[src/rtl/dds_phase_detector_if.sv]
// I/Q sample stream in, phase / magnitude / frequency estimates out.
// The sample source takes the master side and the detector takes the slave side.
interface dds_phase_detector_if #(
  parameter int IQ_NUM      = 2,
  parameter int DATA_WIDTH  = 16,
  parameter int PHASE_WIDTH = 14
);
  logic                                tvalid_i;
  logic [IQ_NUM-1:0][DATA_WIDTH-1:0]   tdata_i;
  logic                                tvalid_o;
  logic [PHASE_WIDTH-1:0]              phase_o;
  logic [DATA_WIDTH:0]                 mag_o;
  logic                                inc_valid_o;
  logic [PHASE_WIDTH-1:0]              phase_inc_o;
  logic                                freq_valid_o;
  logic [PHASE_WIDTH-1:0]              freq_o;

  modport master (
    output tvalid_i, tdata_i,
    input  tvalid_o, phase_o, mag_o, inc_valid_o, phase_inc_o, freq_valid_o, freq_o
  );

  modport slave (
    input  tvalid_i, tdata_i,
    output tvalid_o, phase_o, mag_o, inc_valid_o, phase_inc_o, freq_valid_o, freq_o
  );
endinterface

[src/rtl/dds_phase_detector.sv]
// Vectoring-mode CORDIC turning I/Q samples into phase and magnitude. A phase
// differentiator and a block averager follow it and give frequency on the DDS phase_inc scale.
module dds_phase_detector #(
  parameter int IQ_NUM      = 2,
  parameter int DATA_WIDTH  = 16,
  parameter int PHASE_WIDTH = 14,
  parameter int ITER        = 14,
  parameter int GUARD       = 3,
  parameter int AVG_LOG2    = 4
) (
  input  logic                 clk_i,
  input  logic                 rst_i,
  dds_phase_detector_if.slave  bus
);
  localparam int XW = DATA_WIDTH + 2;
  localparam int ZW = PHASE_WIDTH + GUARD;
  localparam int AW = PHASE_WIDTH + AVG_LOG2;
  localparam logic [ZW-1:0] Z_PI       = {1'b1, {(ZW-1){1'b0}}};
  localparam logic [ZW-1:0] Z_HALF_LSB = ZW'(1) << (GUARD - 1);

  // Elaboration-time arctangent table, scaled so that 2^ZW is one full turn
  function automatic logic [ZW-1:0] atan_const(input int idx);
    real    r;
    integer v;
    r = $atan(2.0 ** (-idx)) * (2.0 ** ZW) / (2.0 * 3.14159265358979323846);
    v = $rtoi(r + 0.5);
    return v[ZW-1:0];
  endfunction

  logic signed [XW-1:0] x_reg  [0:ITER];
  logic signed [XW-1:0] y_reg  [0:ITER];
  logic        [ZW-1:0] z_reg  [0:ITER];
  logic signed [XW-1:0] x_next [0:ITER];
  logic signed [XW-1:0] y_next [0:ITER];
  logic        [ZW-1:0] z_next [0:ITER];
  logic                 v_reg    [0:ITER];
  logic                 zero_reg [0:ITER];

  logic signed [XW-1:0] i_ext;
  logic signed [XW-1:0] q_ext;

  assign i_ext = XW'($signed(bus.tdata_i[0]));
  assign q_ext = XW'($signed(bus.tdata_i[IQ_NUM-1]));

  // Fold the left half-plane onto the right so the micro-rotations only have to cover +/-90 degrees
  assign x_next[0] = i_ext[XW-1] ? -i_ext : i_ext;
  assign y_next[0] = i_ext[XW-1] ? -q_ext : q_ext;
  assign z_next[0] = i_ext[XW-1] ? Z_PI   : '0;

  genvar gi;
  generate
    for (gi = 0; gi < ITER; gi++) begin : g_stage
      localparam logic [ZW-1:0] ATAN = atan_const(gi);
      logic y_neg;
      assign y_neg         = y_reg[gi][XW-1];
      assign x_next[gi+1]  = y_neg ? x_reg[gi] - (y_reg[gi] >>> gi) : x_reg[gi] + (y_reg[gi] >>> gi);
      assign y_next[gi+1]  = y_neg ? y_reg[gi] + (x_reg[gi] >>> gi) : y_reg[gi] - (x_reg[gi] >>> gi);
      assign z_next[gi+1]  = y_neg ? z_reg[gi] - ATAN : z_reg[gi] + ATAN;
    end
  endgenerate

  always_ff @(posedge clk_i or posedge rst_i) begin
    if (rst_i) begin
      for (int k = 0; k <= ITER; k++) begin
        x_reg[k]    <= '0;
        y_reg[k]    <= '0;
        z_reg[k]    <= '0;
        v_reg[k]    <= 1'b0;
        zero_reg[k] <= 1'b0;
      end
    end else begin
      v_reg[0]    <= bus.tvalid_i;
      zero_reg[0] <= (i_ext == '0) && (q_ext == '0);
      for (int k = 0; k <= ITER; k++) begin
        x_reg[k] <= x_next[k];
        y_reg[k] <= y_next[k];
        z_reg[k] <= z_next[k];
      end
      for (int k = 1; k <= ITER; k++) begin
        v_reg[k]    <= v_reg[k-1];
        zero_reg[k] <= zero_reg[k-1];
      end
    end
  end

  logic [ZW-1:0] z_round;
  assign z_round = z_reg[ITER] + Z_HALF_LSB;

  // An all-zero input has no defined angle; report 0 rather than the summed table
  always_ff @(posedge clk_i or posedge rst_i) begin
    if (rst_i) begin
      bus.tvalid_o <= 1'b0;
      bus.phase_o  <= '0;
      bus.mag_o    <= '0;
    end else begin
      bus.tvalid_o <= v_reg[ITER];
      bus.phase_o  <= zero_reg[ITER] ? '0 : z_round[ZW-1:GUARD];
      bus.mag_o    <= x_reg[ITER][DATA_WIDTH:0];
    end
  end

  logic [PHASE_WIDTH-1:0] prev_reg;
  logic                   prev_valid_reg;

  always_ff @(posedge clk_i or posedge rst_i) begin
    if (rst_i) begin
      prev_reg        <= '0;
      prev_valid_reg  <= 1'b0;
      bus.inc_valid_o <= 1'b0;
      bus.phase_inc_o <= '0;
    end else begin
      bus.inc_valid_o <= 1'b0;
      if (bus.tvalid_o) begin
        if (prev_valid_reg) begin
          bus.phase_inc_o <= bus.phase_o - prev_reg;
          bus.inc_valid_o <= 1'b1;
        end
        prev_reg       <= bus.phase_o;
        prev_valid_reg <= 1'b1;
      end
    end
  end

  logic signed [AW-1:0]       acc_reg;
  logic signed [AW-1:0]       acc_sum;
  logic        [AVG_LOG2-1:0] cnt_reg;

  assign acc_sum = acc_reg + {{AVG_LOG2{bus.phase_inc_o[PHASE_WIDTH-1]}}, bus.phase_inc_o};

  // The closing increment is folded into the result so no sample is lost at the block boundary
  always_ff @(posedge clk_i or posedge rst_i) begin
    if (rst_i) begin
      acc_reg          <= '0;
      cnt_reg          <= '0;
      bus.freq_valid_o <= 1'b0;
      bus.freq_o       <= '0;
    end else begin
      bus.freq_valid_o <= 1'b0;
      if (bus.inc_valid_o) begin
        if (cnt_reg == '1) begin
          bus.freq_o       <= acc_sum[AW-1:AVG_LOG2];
          bus.freq_valid_o <= 1'b1;
          acc_reg          <= '0;
          cnt_reg          <= '0;
        end else begin
          acc_reg <= acc_sum;
          cnt_reg <= cnt_reg + AVG_LOG2'(1);
        end
      end
    end
  end

  logic unused_bits;
  assign unused_bits = ^{y_reg[ITER], x_reg[ITER][XW-1], z_round[GUARD-1:0]};

endmodule

[src/flat_wrapper.sv]
// flat-port wrapper written by rule: the top's interface ports become plain ports
module dds_phase_detector_flat 
#(
  parameter int IQ_NUM      = 2,
  parameter int DATA_WIDTH  = 16,
  parameter int PHASE_WIDTH = 14,
  parameter int ITER        = 14,
  parameter int GUARD       = 3,
  parameter int AVG_LOG2    = 4
)
  (clk_i, rst_i, bus_tvalid_i, bus_tdata_i, bus_tvalid_o, bus_phase_o, bus_mag_o, bus_inc_valid_o, bus_phase_inc_o, bus_freq_valid_o, bus_freq_o);
  dds_phase_detector_if #(.IQ_NUM(IQ_NUM), .DATA_WIDTH(DATA_WIDTH), .PHASE_WIDTH(PHASE_WIDTH)) bus_i ();
  input  logic clk_i;
  input  logic rst_i;
  input wire logic [$bits(bus_i.tvalid_i)-1:0] bus_tvalid_i;
  input wire logic [$bits(bus_i.tdata_i)-1:0] bus_tdata_i;
  output wire logic [$bits(bus_i.tvalid_o)-1:0] bus_tvalid_o;
  output wire logic [$bits(bus_i.phase_o)-1:0] bus_phase_o;
  output wire logic [$bits(bus_i.mag_o)-1:0] bus_mag_o;
  output wire logic [$bits(bus_i.inc_valid_o)-1:0] bus_inc_valid_o;
  output wire logic [$bits(bus_i.phase_inc_o)-1:0] bus_phase_inc_o;
  output wire logic [$bits(bus_i.freq_valid_o)-1:0] bus_freq_valid_o;
  output wire logic [$bits(bus_i.freq_o)-1:0] bus_freq_o;
  assign bus_i.tvalid_i = bus_tvalid_i;
  assign bus_i.tdata_i = bus_tdata_i;
  assign bus_tvalid_o = bus_i.tvalid_o;
  assign bus_phase_o = bus_i.phase_o;
  assign bus_mag_o = bus_i.mag_o;
  assign bus_inc_valid_o = bus_i.inc_valid_o;
  assign bus_phase_inc_o = bus_i.phase_inc_o;
  assign bus_freq_valid_o = bus_i.freq_valid_o;
  assign bus_freq_o = bus_i.freq_o;
  dds_phase_detector #(.IQ_NUM(IQ_NUM), .DATA_WIDTH(DATA_WIDTH), .PHASE_WIDTH(PHASE_WIDTH), .ITER(ITER), .GUARD(GUARD), .AVG_LOG2(AVG_LOG2)) u_core (.clk_i(clk_i), .rst_i(rst_i), .bus(bus_i));
endmodule
[config.mk]
export PLATFORM = sky130hd
export DESIGN_NAME = dds_phase_detector_flat
export DESIGN_NICKNAME = d
export VERILOG_FILES = /design/src/rtl/dds_phase_detector_if.sv /design/src/rtl/dds_phase_detector.sv /design/src/flat_wrapper.sv
export SDC_FILE = /design/constraint.sdc
export NUM_CORES = 2
export LEC_CHECK = 0
export CELL_PAD_IN_SITES_DETAIL_PLACEMENT = 1
export CELL_PAD_IN_SITES_GLOBAL_PLACEMENT = 1
export CORE_MARGIN = 5
export CORE_UTILIZATION = 54
export CTS_CLUSTER_DIAMETER = 80
export DETAILED_ROUTE_END_ITERATION = 8
export GPL_TIMING_DRIVEN = 0
export HOLD_SLACK_MARGIN = 0.02
export PLACE_DENSITY = 0.89
export SYNTH_ARGS = -nofsm -noshare
export SYNTH_HDL_FRONTEND = slang
export SYNTH_SLANG_ARGS = --single-unit
[constraint.sdc]
create_clock -name clk_i -period 47.6 [get_ports clk_i]
set_input_delay 9.52 -clock clk_i [delete_from_list [all_inputs] [get_ports clk_i]]
set_output_delay 9.52 -clock clk_i [all_outputs]
set_load 0.005 [all_outputs]
# Yosys cells after proc, flatten, opt, wreduce, memory -nomap -nowiden

Cells that the tools add are included.

$add $sub $neg: 87
Multipliers: 0
Div/mod/pow operators: 0
$lt $le $gt $ge: 0
Equal/unequal tests: 1
Shifts and indexed selects: 0
Mux-type cells: 51
Bitwise gates (word level): 0
Reduce and logical (&&, ||, !) cells: 5

Operator list:

| cell                         | number |
|---|---|
| two-way mux 18 bit           | 28 |
| two-way mux 17 bit           | 17 |
| adder 18 x 10 -> 18 bit      | 2 |
| adder 18 x 11 -> 18 bit      | 2 |
| adder 18 x 12 -> 18 bit      | 2 |
| adder 18 x 13 -> 18 bit      | 2 |
| adder 18 x 14 -> 18 bit      | 2 |
| adder 18 x 15 -> 18 bit      | 2 |
| adder 18 x 16 -> 18 bit      | 2 |
| adder 18 x 17 -> 18 bit      | 2 |
| adder 18 bit                 | 2 |
| adder 18 x 7 -> 18 bit       | 2 |
| adder 18 x 8 -> 18 bit       | 2 |
| adder 18 x 9 -> 18 bit       | 2 |
| logical NOT 18 bit           | 2 |
| negation 16 -> 18 bit        | 2 |
| subtractor 18 x 10 -> 18 bit | 2 |
| subtractor 18 x 11 -> 18 bit | 2 |
| subtractor 18 x 12 -> 18 bit | 2 |
| subtractor 18 x 13 -> 18 bit | 2 |
| subtractor 18 x 14 -> 18 bit | 2 |
| subtractor 18 x 15 -> 18 bit | 2 |
| subtractor 18 x 16 -> 18 bit | 2 |
| subtractor 18 x 17 -> 18 bit | 2 |
| other kinds (46)             | 55 |

Register bits after elaboration: 904
Bits in latches: 0
Memory bits (writable): 0
ROM bits: 0
Input port bits: 35
Output and inout bits: 62
Word-level logic and storage cells: 229
Memories kept: 0

# Longest topological paths before layout

Depth in word-level cells: 3
Mapped depth: 15
Gate-level depth less buffers: 15

# Least setup slack after synthesis

No wires, ideal clock.

Path kind: input-to-reg
Start: in bus_tdata_i[20]
End: reg u_core.y_reg[268] (netlist bit)
Library setup time: 132 ps
Arrival: 11114 ps
Data required time: 47468 ps
Slack: 36354 ps
Stages on the path: 7
Path buffers: 0
Path through: nor4_1 nand3_1 or4_1 nor4_1 ha_1 nand2_1 o21ai_0

RTL lines:

| element                        | line                     | RTL |
|---|---|---|
| start: declaration             | flat_wrapper.sv:16       | `input wire logic [$bits(bus_i.tdata_i)-1:0] bus_tdata_i;` |
| end signal: indexed assignment | dds_phase_detector.sv:76 | `y_reg[k] <= y_next[k];` |
| end: declaration               | dds_phase_detector.sv:31 | `logic signed [XW-1:0] y_reg [0:ITER];` |

==> metrics.txt <==
clock skew=0.0382 ns; largest net degree at the start of global routing=130; GRT Util Overall=31.0%; DRC viols=0; Area Growth Syn to Fin=10.7%; Num CTS Buffers=98; io pins=97; H-tree Lvls=3; Syn Inst Count=6,498; mux share of post-synthesis cell area=0.809%; capturing element type of the critical path=register; Vias=51,900; status=completed; CP max FO=5; top cells by count, synth=836 x dfrtp_1, 711 x ha_1, 559 x a21oi_1; final core area utilization=60.2%; global-route wire length before repair=301,000 um; Max-Slew Margin vs Limit=6.80%; unrepaired setup endpoints after global routing=no; Yosys Warn Count=0; CP arrival=12.33 ns; site row count=122; number of setup violations in the final report=0; DIE HEIGHT=344 um; Core ar.=111,000 um^2; Clock Latency Late Sink=0.71 ns; Synth Flop Type=dfrtp_1; Worst-path clk slew=0.06 ns; fin nets=7,490; Post-CTS Setup Bufs=0; Final ANT Viol Nets=0; min Tclk post-route=11.79 ns; ranking of synthesized cells by area=dfrtp_1 35%, ha_1 15%, xnor2_1 7.3%, a21oi_1 4.7%, xor2_1 4.1%; Critical Path Source Type=input pin; area leader, netlist=dfrtp_1; Root Buffer=clkbuf_16; aggregate negative setup slack=0 ns; Yosys reg bits=836; Final Cycle Share=24.8%; worst path required time=48.14 ns; final hold violations=0; Compound-Gate Fraction of Synth Area=18.8%; FF-to-FF setup slack=42.86 ns; HP Class=reg2reg; Mean Syn Cell Area=9.26 um^2; Post-CTS Resized=0; Final HPWL DP=136,000 um; fillers=12,500; die width=344 um; top cell type's share of synthesized area=34.8%; FFs w/ async S/R, synth=100%; register area share after synthesis=34.8%; Routability Congestion=0.891; Synth Area in Simple Gates=14.7%; die area=118,000 um^2; initial antenna violation count=0; DRT iter0 DRCs=2,861; number of antenna diodes=0; Hold Buf Count CTS=0; Starting Density=54.4%; Cell Area, Synth=60,200 um^2; largest family of logic cells by synthesized area=compound AO/OA/AOI/OAI gates; Post-synth EDFFs=0; Post-Route WL=186,000 um; wire per inst=22.5 um; CTS sink count=836; Port Buf Inserts=96; final-report max-slew violation count=0; first-pass detailed-route iteration total=5; xor-xnor portion of the synthesized cell area=11.4%; adder-cell share of the synthesized area=16.2%; max FFs per register=267; post-DR vias/cell=6.28; Max Freq=0.0848 GHz; layout cell share with drive strength beyond 1=3.95%; CTS max path bufs=3; GRT overflow=0; cell with the most instances after synthesis=dfrtp_1; CTS tree=built; synth unique cells=86; Max Cap Viol=0; Worst-Margin Slew=1.38 ns; hold_ws=0.346 ns; Crit Path Class=in2reg; vias in the first global route=56,800; FF+latch area=20,900 um^2; multi-input logic area=37,200 um^2
[placed cells by master (no fill, tap or decap), types with 48 or more instances in the layout]
master,count
a31oi_1,71
a21o_1,194
inv_1,413
o21ai_0,358
nand2b_1,91
xnor2_1,502
xor2_1,279
o211ai_1,54
a21oi_1,559
ha_1,711
nand3_1,144
clkdlybuf4s50_1,96
dfrtp_1,836
o31ai_1,48
clkbuf_1,116
nor3_1,187
clkbuf_16,99
o21bai_1,66
nand2_1,317
nor2b_1,86
and3_1,67
a211oi_1,57
nor2_1,525
o21a_1,72
nor4_1,81
[worst max-delay path, stage by stage]
cell and delay [ns]:
clkdlybuf4s50_1 0.52, nor4_1 0.58, nand3_1 0.33, or4_1 0.54
nor4_1 0.33, ha_1 0.31, nand2_1 0.07, o21ai_0 0.11
[area by class of cell]
cell class / instances / share of cell area, %
inverter: 418 / 2.37
timing repair buffer: 103 / 1.73
clock buffer: 136 / 4.24
buffer: 120 / 0.699
tap: 1488 / 2.80
sequential: 836 / 31.4
multi-input combinational: 5125 / 55.9
clock inverter: 43 / 0.855
[final timing paths]
kind                                               startpoint                           to  cells past startpoint
max                                           bus_tdata_i[18]  u_core.y_reg[268]$_DFF_PP0_                      8
min                                 u_core.v_reg[8]$_DFF_PP0_    u_core.v_reg[7]$_DFF_PP0_                      0
max reg2reg                u_core.g_stage[13].y_neg$_DFF_PP0_   u_core.x_reg[15]$_DFF_PP0_                     11
min reg2reg                         u_core.v_reg[8]$_DFF_PP0_    u_core.v_reg[7]$_DFF_PP0_                      0
max in group asynchronous                               rst_i  u_core.y_reg[157]$_DFF_PP0_                      5
min in group asynchronous                               rst_i    u_core.x_reg[8]$_DFF_PP0_                      2
[cell families (layout without fill, tap and decap cells)]
family,Yosys count,in the layout
DFF,836,836
xor gates and xnor gates,782,782
AOI/OAI and AO/OA,1775,1775
muxes,46,46
buffers and inverters,538,820
adders and majority gates,753,753
and+or+nand+nor,1766,1766
other,2,3
[routing by layer]
metal	GRT usage, %	routed length [um]	part of all wire (%)
met5	0	0	0
met3	3.78	7640	4.1
met2	56.7	95600	51
met4	14.0	8770	4.7
met1	36.3	74000	40
[metrics by stage]
step / instance area [um^2] / std cells / setup WS [ns]
4_1_cts: 66600 / 8269 / 35.89
6_report: 66600 / 8269 / 35.81
2_1_floorplan: 60200 / 6499 / 14.59
5_1_grt: 66600 / 8269 / 35.60
3_3_place_gp: 63000 / 8083 / 6.50
3_5_place_dp: 63200 / 8090 / 35.14
Power is left out: the tool's default activity adds up to more than one toggle a clock period on the data nets, which glitch-free logic cannot reach.
